<file path="config.mk">
export PLATFORM = sky130hd
export DESIGN_NAME = systolic_layer_ctrl
export DESIGN_NICKNAME = d
export VERILOG_FILES = /design/src/rtl/systolic_layer_ctrl_pkg.sv /design/src/rtl/systolic_layer_ctrl_delay_line.sv /design/src/rtl/systolic_layer_ctrl.sv
export SDC_FILE = /design/constraint.sdc
export NUM_CORES = 1
export LEC_CHECK = 0
export BUFFER_PORTS_ARGS = -buffer_cell sky130_fd_sc_hd__buf_2
export CAP_MARGIN = 30
export CORE_ASPECT_RATIO = 1.2
export CORE_MARGIN = 2
export CORE_UTILIZATION = 40
export DETAILED_ROUTE_END_ITERATION = 6
export GPL_TIMING_DRIVEN = 0
export PLACE_DENSITY = 0.6
export SYNTH_ARGS = -nofsm -noshare
export SYNTH_HDL_FRONTEND = slang
export SYNTH_HIERARCHICAL = 1
export SYNTH_SLANG_ARGS = --single-unit
</file>
<file path="constraint.sdc">
create_clock -name clk -period 5.52 [get_ports clk]
set_input_delay 1.104 -clock clk [delete_from_list [all_inputs] [get_ports clk]]
set_output_delay 1.104 -clock clk [all_outputs]
set_load 0.05 [all_outputs]
</file>
<file path="src/rtl/systolic_layer_ctrl_pkg.sv">
// Shared state encoding and weight-load command codes for the systolic layer sequencer.
package systolic_pkg;

  localparam int ST_W = 4;

  typedef enum logic [ST_W-1:0] {
    ST_IDLE    = 4'd0,
    ST_LD_LO   = 4'd1,
    ST_WAIT_LO = 4'd2,
    ST_STR_LO  = 4'd3,
    ST_LD_HI   = 4'd4,
    ST_WAIT_HI = 4'd5,
    ST_STR_HI  = 4'd6,
    ST_CLR     = 4'd7,
    ST_RUN     = 4'd8,
    ST_DRAIN   = 4'd9,
    ST_RESULT  = 4'd10,
    ST_DONE    = 4'd11
  } state_e;

  localparam logic [2:0] WLOAD_IDLE = 3'b000;
  localparam logic [2:0] WLOAD_LO   = 3'b001;
  localparam logic [2:0] WLOAD_HI   = 3'b010;

endpackage

</file>
<file path="src/rtl/systolic_layer_ctrl_delay_line.sv">
// Parameterised 1-bit shift register; aligns mac_en with operands arriving from input memory.
module systolic_delay_line #(
  parameter int DEPTH = 2
) (
  input  logic clk,
  input  logic rst_n,
  input  logic d,
  output logic q
);

  logic [DEPTH-1:0] sr_q;

  generate
    if (DEPTH == 1) begin : g_one
      // single-stage delay
      always_ff @(posedge clk or negedge rst_n) begin
        if (!rst_n) sr_q <= 1'b0;
        else        sr_q <= d;
      end
    end else begin : g_multi
      // multi-stage shift
      always_ff @(posedge clk or negedge rst_n) begin
        if (!rst_n) sr_q <= '0;
        else        sr_q <= {sr_q[DEPTH-2:0], d};
      end
    end
  endgenerate

  assign q = sr_q[DEPTH-1];

endmodule

</file>
<file path="src/rtl/systolic_layer_ctrl.sv">
// Per-layer sequencer for the 4-MAC systolic array: weight load, input streaming, drain, result.
// Optional acknowledge watchdog enabled by defining SYSTOLIC_CTRL_TIMEOUT_EN.
module systolic_layer_ctrl
  import systolic_pkg::*;
#(
  parameter int N_MACS   = 4,
  parameter int CNT_W    = 8,
  parameter int LAYER_W  = 4,
  parameter int IN_LAT   = 2,
  parameter int PIPE_LAT = 3,
  parameter int TIMEOUT  = 64
) (
  input  logic               clk,
  input  logic               rst_n,
  input  logic               start,
  input  logic [CNT_W-1:0]   cfg_num_inputs,
  input  logic [LAYER_W-1:0] cfg_num_layers,
  output logic               busy,
  output logic               done,
  output logic [2:0]         wt_load,
  input  logic               wt_load_ready,
  input  logic               wt_layer_ready,
  output logic               in_load_en,
  output logic               mac_clr,
  output logic               mac_en,
  output logic               acc_valid,
  output logic [LAYER_W-1:0] layer_idx,
  output logic               err
);

  localparam logic [CNT_W-1:0] STR_LAST   = CNT_W'(N_MACS / 2 - 1);
  localparam logic [CNT_W-1:0] DRAIN_LAST = CNT_W'(IN_LAT + PIPE_LAT - 1);

  state_e             state_q;
  logic [CNT_W-1:0]   cnt_q;
  logic [CNT_W-1:0]   num_q;
  logic [LAYER_W-1:0] layers_q;
  logic [LAYER_W-1:0] layer_idx_q;
  logic [2:0]         wt_load_q;
  logic               busy_q, done_q, in_load_en_q, mac_clr_q, acc_valid_q;

`ifdef SYSTOLIC_CTRL_TIMEOUT_EN
  localparam int WT_W = $clog2(TIMEOUT + 1);
  localparam logic [WT_W-1:0] WAIT_LAST = WT_W'(TIMEOUT - 1);
  logic [WT_W-1:0] wait_q;
  logic            err_q;
  assign err = err_q;
`else
  assign err = 1'b0;
`endif

  // Sequencer FSM; all outputs are registered alongside the state they belong to.
  always_ff @(posedge clk or negedge rst_n) begin
    if (!rst_n) begin
      state_q      <= ST_IDLE;
      cnt_q        <= '0;
      num_q        <= '0;
      layers_q     <= '0;
      layer_idx_q  <= '0;
      wt_load_q    <= WLOAD_IDLE;
      busy_q       <= 1'b0;
      done_q       <= 1'b0;
      in_load_en_q <= 1'b0;
      mac_clr_q    <= 1'b0;
      acc_valid_q  <= 1'b0;
`ifdef SYSTOLIC_CTRL_TIMEOUT_EN
      wait_q       <= '0;
      err_q        <= 1'b0;
`endif
    end else begin
      // level-sensitive downstream: commands and strobes default to one-cycle pulses
      wt_load_q   <= WLOAD_IDLE;
      mac_clr_q   <= 1'b0;
      acc_valid_q <= 1'b0;
      done_q      <= 1'b0;
      case (state_q)
        ST_IDLE: begin
          if (start) begin
            num_q       <= cfg_num_inputs;
            layers_q    <= cfg_num_layers;
            layer_idx_q <= '0;
            cnt_q       <= '0;
            if (cfg_num_layers == '0) begin
              state_q <= ST_DONE;
              done_q  <= 1'b1;
            end else begin
              state_q   <= ST_LD_LO;
              wt_load_q <= WLOAD_LO;
              busy_q    <= 1'b1;
            end
          end
        end
        ST_LD_LO: begin
          state_q <= ST_WAIT_LO;
`ifdef SYSTOLIC_CTRL_TIMEOUT_EN
          wait_q  <= '0;
`endif
        end
        ST_WAIT_LO: begin
          if (wt_load_ready) begin
            state_q <= ST_STR_LO;
            cnt_q   <= '0;
          end
`ifdef SYSTOLIC_CTRL_TIMEOUT_EN
          else if (wait_q == WAIT_LAST) begin
            state_q <= ST_DONE;
            done_q  <= 1'b1;
            busy_q  <= 1'b0;
            err_q   <= 1'b1;
          end else begin
            wait_q <= wait_q + WT_W'(1);
          end
`endif
        end
        ST_STR_LO: begin
          if (cnt_q == STR_LAST) begin
            state_q   <= ST_LD_HI;
            wt_load_q <= WLOAD_HI;
            cnt_q     <= '0;
          end else begin
            cnt_q <= cnt_q + CNT_W'(1);
          end
        end
        ST_LD_HI: begin
          state_q <= ST_WAIT_HI;
`ifdef SYSTOLIC_CTRL_TIMEOUT_EN
          wait_q  <= '0;
`endif
        end
        ST_WAIT_HI: begin
          if (wt_layer_ready) begin
            state_q <= ST_STR_HI;
            cnt_q   <= '0;
          end
`ifdef SYSTOLIC_CTRL_TIMEOUT_EN
          else if (wait_q == WAIT_LAST) begin
            state_q <= ST_DONE;
            done_q  <= 1'b1;
            busy_q  <= 1'b0;
            err_q   <= 1'b1;
          end else begin
            wait_q <= wait_q + WT_W'(1);
          end
`endif
        end
        ST_STR_HI: begin
          if (cnt_q == STR_LAST) begin
            state_q   <= ST_CLR;
            mac_clr_q <= 1'b1;
            cnt_q     <= '0;
          end else begin
            cnt_q <= cnt_q + CNT_W'(1);
          end
        end
        ST_CLR: begin
          cnt_q <= '0;
          if (num_q == '0) begin
            state_q <= ST_DRAIN;
          end else begin
            state_q      <= ST_RUN;
            in_load_en_q <= 1'b1;
          end
        end
        ST_RUN: begin
          if (cnt_q == num_q - CNT_W'(1)) begin
            state_q      <= ST_DRAIN;
            in_load_en_q <= 1'b0;
            cnt_q        <= '0;
          end else begin
            cnt_q <= cnt_q + CNT_W'(1);
          end
        end
        ST_DRAIN: begin
          if (cnt_q == DRAIN_LAST) begin
            state_q     <= ST_RESULT;
            acc_valid_q <= 1'b1;
            cnt_q       <= '0;
          end else begin
            cnt_q <= cnt_q + CNT_W'(1);
          end
        end
        ST_RESULT: begin
          if (layer_idx_q == layers_q - LAYER_W'(1)) begin
            state_q <= ST_DONE;
            done_q  <= 1'b1;
            busy_q  <= 1'b0;
          end else begin
            layer_idx_q <= layer_idx_q + LAYER_W'(1);
            state_q     <= ST_LD_LO;
            wt_load_q   <= WLOAD_LO;
          end
        end
        ST_DONE: state_q <= ST_IDLE;
        default: begin
          state_q <= ST_IDLE;
          busy_q  <= 1'b0;
        end
      endcase
    end
  end

  systolic_delay_line #(.DEPTH(IN_LAT)) u_mac_en_dly (
    .clk   (clk),
    .rst_n (rst_n),
    .d     (in_load_en_q),
    .q     (mac_en)
  );

  assign busy       = busy_q;
  assign done       = done_q;
  assign wt_load    = wt_load_q;
  assign in_load_en = in_load_en_q;
  assign mac_clr    = mac_clr_q;
  assign acc_valid  = acc_valid_q;
  assign layer_idx  = layer_idx_q;

endmodule
</file>
==> results.md <==
| Result | Value |
|:---|:---|
| Count of port buffers added during placement | 28 |
| Critical path launch point type | flop |
| Worst-Margin Slew | 0.832 ns |
| P_int | 811 uW |
| FP Rows | 29 |
| CTS H-tree depth | 2 |
| Core outline area | 0.00533 sq mm |
| Sum of buffers and inverters on the critical path | 1 |
| Synth Register Bits | 37 |
| Number of buffers between clock root and the deepest sink | 2 |
| RSZ-0062 raised after global routing | no |
| Number of top-level design ports | 31 |
| Width of the chip | 72.3 um |
| Highest Clock Rate | 0.349 GHz |
| Final hold slack | 0.359 ns |
| Total Power Consumption | 1.48 mW |
| Sequential share of power | 31.2% |
| Post-synthesis instance total | 258 |
| Global-route congestion overflow total | 0 |
| Total Wirelength | 4.74 mm |
| Iteration count of the initial detailed-routing pass | 4 |
| Antenna Cells | 0 |
| Slowest cell on the critical path | sky130_fd_sc_hd__a2111oi_4 |
| Setup ws final | 2.65 ns |
| Post-placement cell count | 349 |
| Final period util | 52.0% |
| Cell family contributing the most delay on the critical path | simple AND/OR/NAND/NOR gates |
| Critical path start-end classification | reg2reg |
| Total DRC errors in the routed layout | 0 |
| Net Switching | 668 uW |
| Pin count of the biggest net entering global routing | 38 |
| Cell at the root of the clock tree | sky130_fd_sc_hd__clkbuf_8 |
| WP data arrival | 3.03 ns |
| Clock tree from TritonCTS | done |
| Post-synthesis area per instance | 8.69 sq um |
| Main synth FF type | sky130_fd_sc_hd__dfrtp_1 |
| Min-delay worst type | reg2reg |
| CTS sink cnt | 37 |
| Total routing resource utilization after global routing | 17.7% |
| Number of nets in the layout | 317 |
| Final std cells w/o fill | 357 |
| Part of the power in combinational logic | 51.9% |
| Pwr dens | 573 mW/mm^2 |
| Setup-failing EPs final | 0 |
| Pre-CTS setup slack | 2.64 ns |
| Hold-fix buffers at CTS | 0 |
| Slew HR | 44.5% |
| Post-synth ARST share | 100% |
| Via count | 1,870 |
| Global-route wire length before repair | 8.68 mm |
| Clk slew on worst S/H paths | 0.09 ns |
| Required @ worst endpoint | 5.68 ns |
| EDFF count, synth | 0 |
| Die extent in y | 86.0 um |
| Max-slew violation total from the final report | 0 |
| Critical Path Fanout Max | 9 |
| PostCTS Resize Cnt | 0 |
| Sequential-to-total area share from yosys stat | 41.3% |
| Hpwl dp | 3.43 mm |
| Result of the run | completed |
| Hold Vio Cnt, Final | 0 |
| Kind of end point of the critical path | flop |
| First DRT Iteration DRCs | 211 |
| Syn Std Cell Area | 0.00224 sq mm |
| Inserted Clock Buffers | 5 |
| Final setup skew | 0.0144 ns |
| Vias per cell | 5.24 |
| Number of violations of the max-capacitance limit | 0 |
| LEAKAGE | 1.18 nW |
| DRT antenna net count | 0 |
| Count of warnings emitted by yosys | 6 |
| Area of the die | 0.00622 sq mm |
| Worst setup path startpoint | num_q[0] |
| Worst hold path startpoint | u_mac_en_dly/sr_q[0] |
| Starting Density | 42.0% |
| Leading cell types in the layout, fill and taps excluded | sky130_fd_sc_hd__nand2_1 (50), sky130_fd_sc_hd__dfrtp_1 (37), sky130_fd_sc_hd__buf_2 (29) |
| Clock network latency to the later pin of the worst-skew pair | 0.30 ns |
| Antenna violations before repair | 0 |
| Reg-to-reg startpoint | num_q[0] |
| Share of layout cells above drive strength 1 | 17.6% |
| Distinct cell type count of the synthesized netlist | 54 |
| VDD IR max | 268 uV |
| Via count of the first global-routing pass | 1,842 |
| Global placement routability congestion | 0.767 |
| Clk network pwr share | 16.8% |
| Number of inserted filler cells in the final layout | 536 |
| Sw Share | 45.2% |
| Maximum single-stage delay on the critical path | 0.43 ns |
| Most common cell after layout, fill and taps aside | sky130_fd_sc_hd__nand2_1 |
| Critical Path, Cell by Cell | inv_1 -> ha_1 -> or3b_4 -> or3_4 -> a2111oi_4 -> a31oi_4 -> nor2_1 -> o211ai_1 |
| Area Growth Syn to Fin | 15.1% |
| Time the worst path needs with I/O delays and setup | 2.87 ns |
| Setup Fix Bufs, Post-CTS | 0 |
| WL per Instance | 13.3 um |
| Setup Total Neg Slack | 0 ns |
-- synthesized netlist by cell type, types with 4 or more instances --
cell type | number | area (sq um)
sky130_fd_sc_hd__clkbuf_1 | 11 | 41.3
sky130_fd_sc_hd__nor2_1 | 23 | 86.3
sky130_fd_sc_hd__and2_1 | 4 | 25.0
sky130_fd_sc_hd__inv_1 | 11 | 41.3
sky130_fd_sc_hd__or2_2 | 5 | 31.3
sky130_fd_sc_hd__o211ai_1 | 7 | 52.6
sky130_fd_sc_hd__nand2_1 | 50 | 188
sky130_fd_sc_hd__nand3_1 | 7 | 35.0
sky130_fd_sc_hd__xnor2_1 | 12 | 105
sky130_fd_sc_hd__dfrtp_1 | 37 | 926
sky130_fd_sc_hd__ha_1 | 6 | 75.1
sky130_fd_sc_hd__o21ai_0 | 17 | 85.1
sky130_fd_sc_hd__xor2_1 | 5 | 43.8
sky130_fd_sc_hd__nor3_1 | 6 | 30.0
sky130_fd_sc_hd__nor2b_1 | 4 | 25.0
-- power groups by stage --
stage                     clock, mW  combinational (mW)  sequential (mW)
after floorplan                   0               0.541            0.525
after global placement            0               0.755            0.466
after detailed placement          0               0.765            0.468
after CTS                     0.253               0.772            0.463
after global routing          0.270               0.864            0.481
final                         0.249               0.768            0.462
-- kinds of logic (layout without fill, tap and decap cells) --
| logic type | Yosys count | count (layout) | share of synthesized area, % |
|---|---|---|---|
| buffers and inverters | 25 | 61 | 4.58 |
| AND/OR/NAND/NOR | 122 | 122 | 27.2 |
| AO/OA/AOI/OAI | 47 | 47 | 15.3 |
| flip-flops | 37 | 37 | 41.3 |
| XOR/XNOR | 17 | 17 | 6.64 |
| multiplexers | 3 | 3 | 1.45 |
| adder cells (fa/ha/maj) | 6 | 6 | 3.35 |
| other | 1 | 2 | 0.167 |
-- routing by layer --
layer  GRT usage (%)  part of all wire, %  up-vias
li1                -                    -      947
met2            28.7                   50       33
met4            5.49                  1.4        0
met1            23.3                   45      884
met5               0                    0        -
met3            3.88                  3.5        6
-- area by class of cell --
class	instances	area (sq um)	area share [%]
Buffer	14	61.3	2.38
Clock buffer	7	86.3	3.35
Clock inverter	1	30.0	1.16
Inverter	11	41.3	1.60
Multi-Input combinational cell	197	1220	47.2
Sequential cell	37	926	35.9
Tap cell	62	77.6	3.01
Timing Repair Buffer	28	140	5.43
-- state kept, by name (all words and copies together), names as in the netlist --
register           cells
cnt_q                  8
num_q                  8
layer_idx              4
layers_q               4
state_q                4
u_mac_en_dly/sr_q      2
wt_load                2
acc_valid              1
busy                   1
done                   1
in_load_en             1
mac_clr                1
-- stage by stage --
step | utilization [%] | cell area (sq um)
final | 48.4 | 2580
after global routing | 48.4 | 2580
after CTS | 48.4 | 2580
after detailed placement | 46.2 | 2460
after global placement | 46.2 | 2460
after floorplan | - | 2250
-- path summary, 6_finish.rpt --
| kind | to | slack, ns | cells after the start |
|---|---|---|---|
| setup / recovery | cnt_q[5] | 2.65 | 8 |
| hold / removal | u_mac_en_dly/sr_q[1] | 0.36 | 0 |
| setup reg to reg | cnt_q[5] | 2.65 | 8 |
| hold reg to reg | u_mac_en_dly/sr_q[1] | 0.36 | 0 |
| max in group asynchronous | state_q[1] | 4.08 | 1 |
| min in group asynchronous | cnt_q[5] | 0.90 | 1 |
Power figures use the tool's default switching activity.
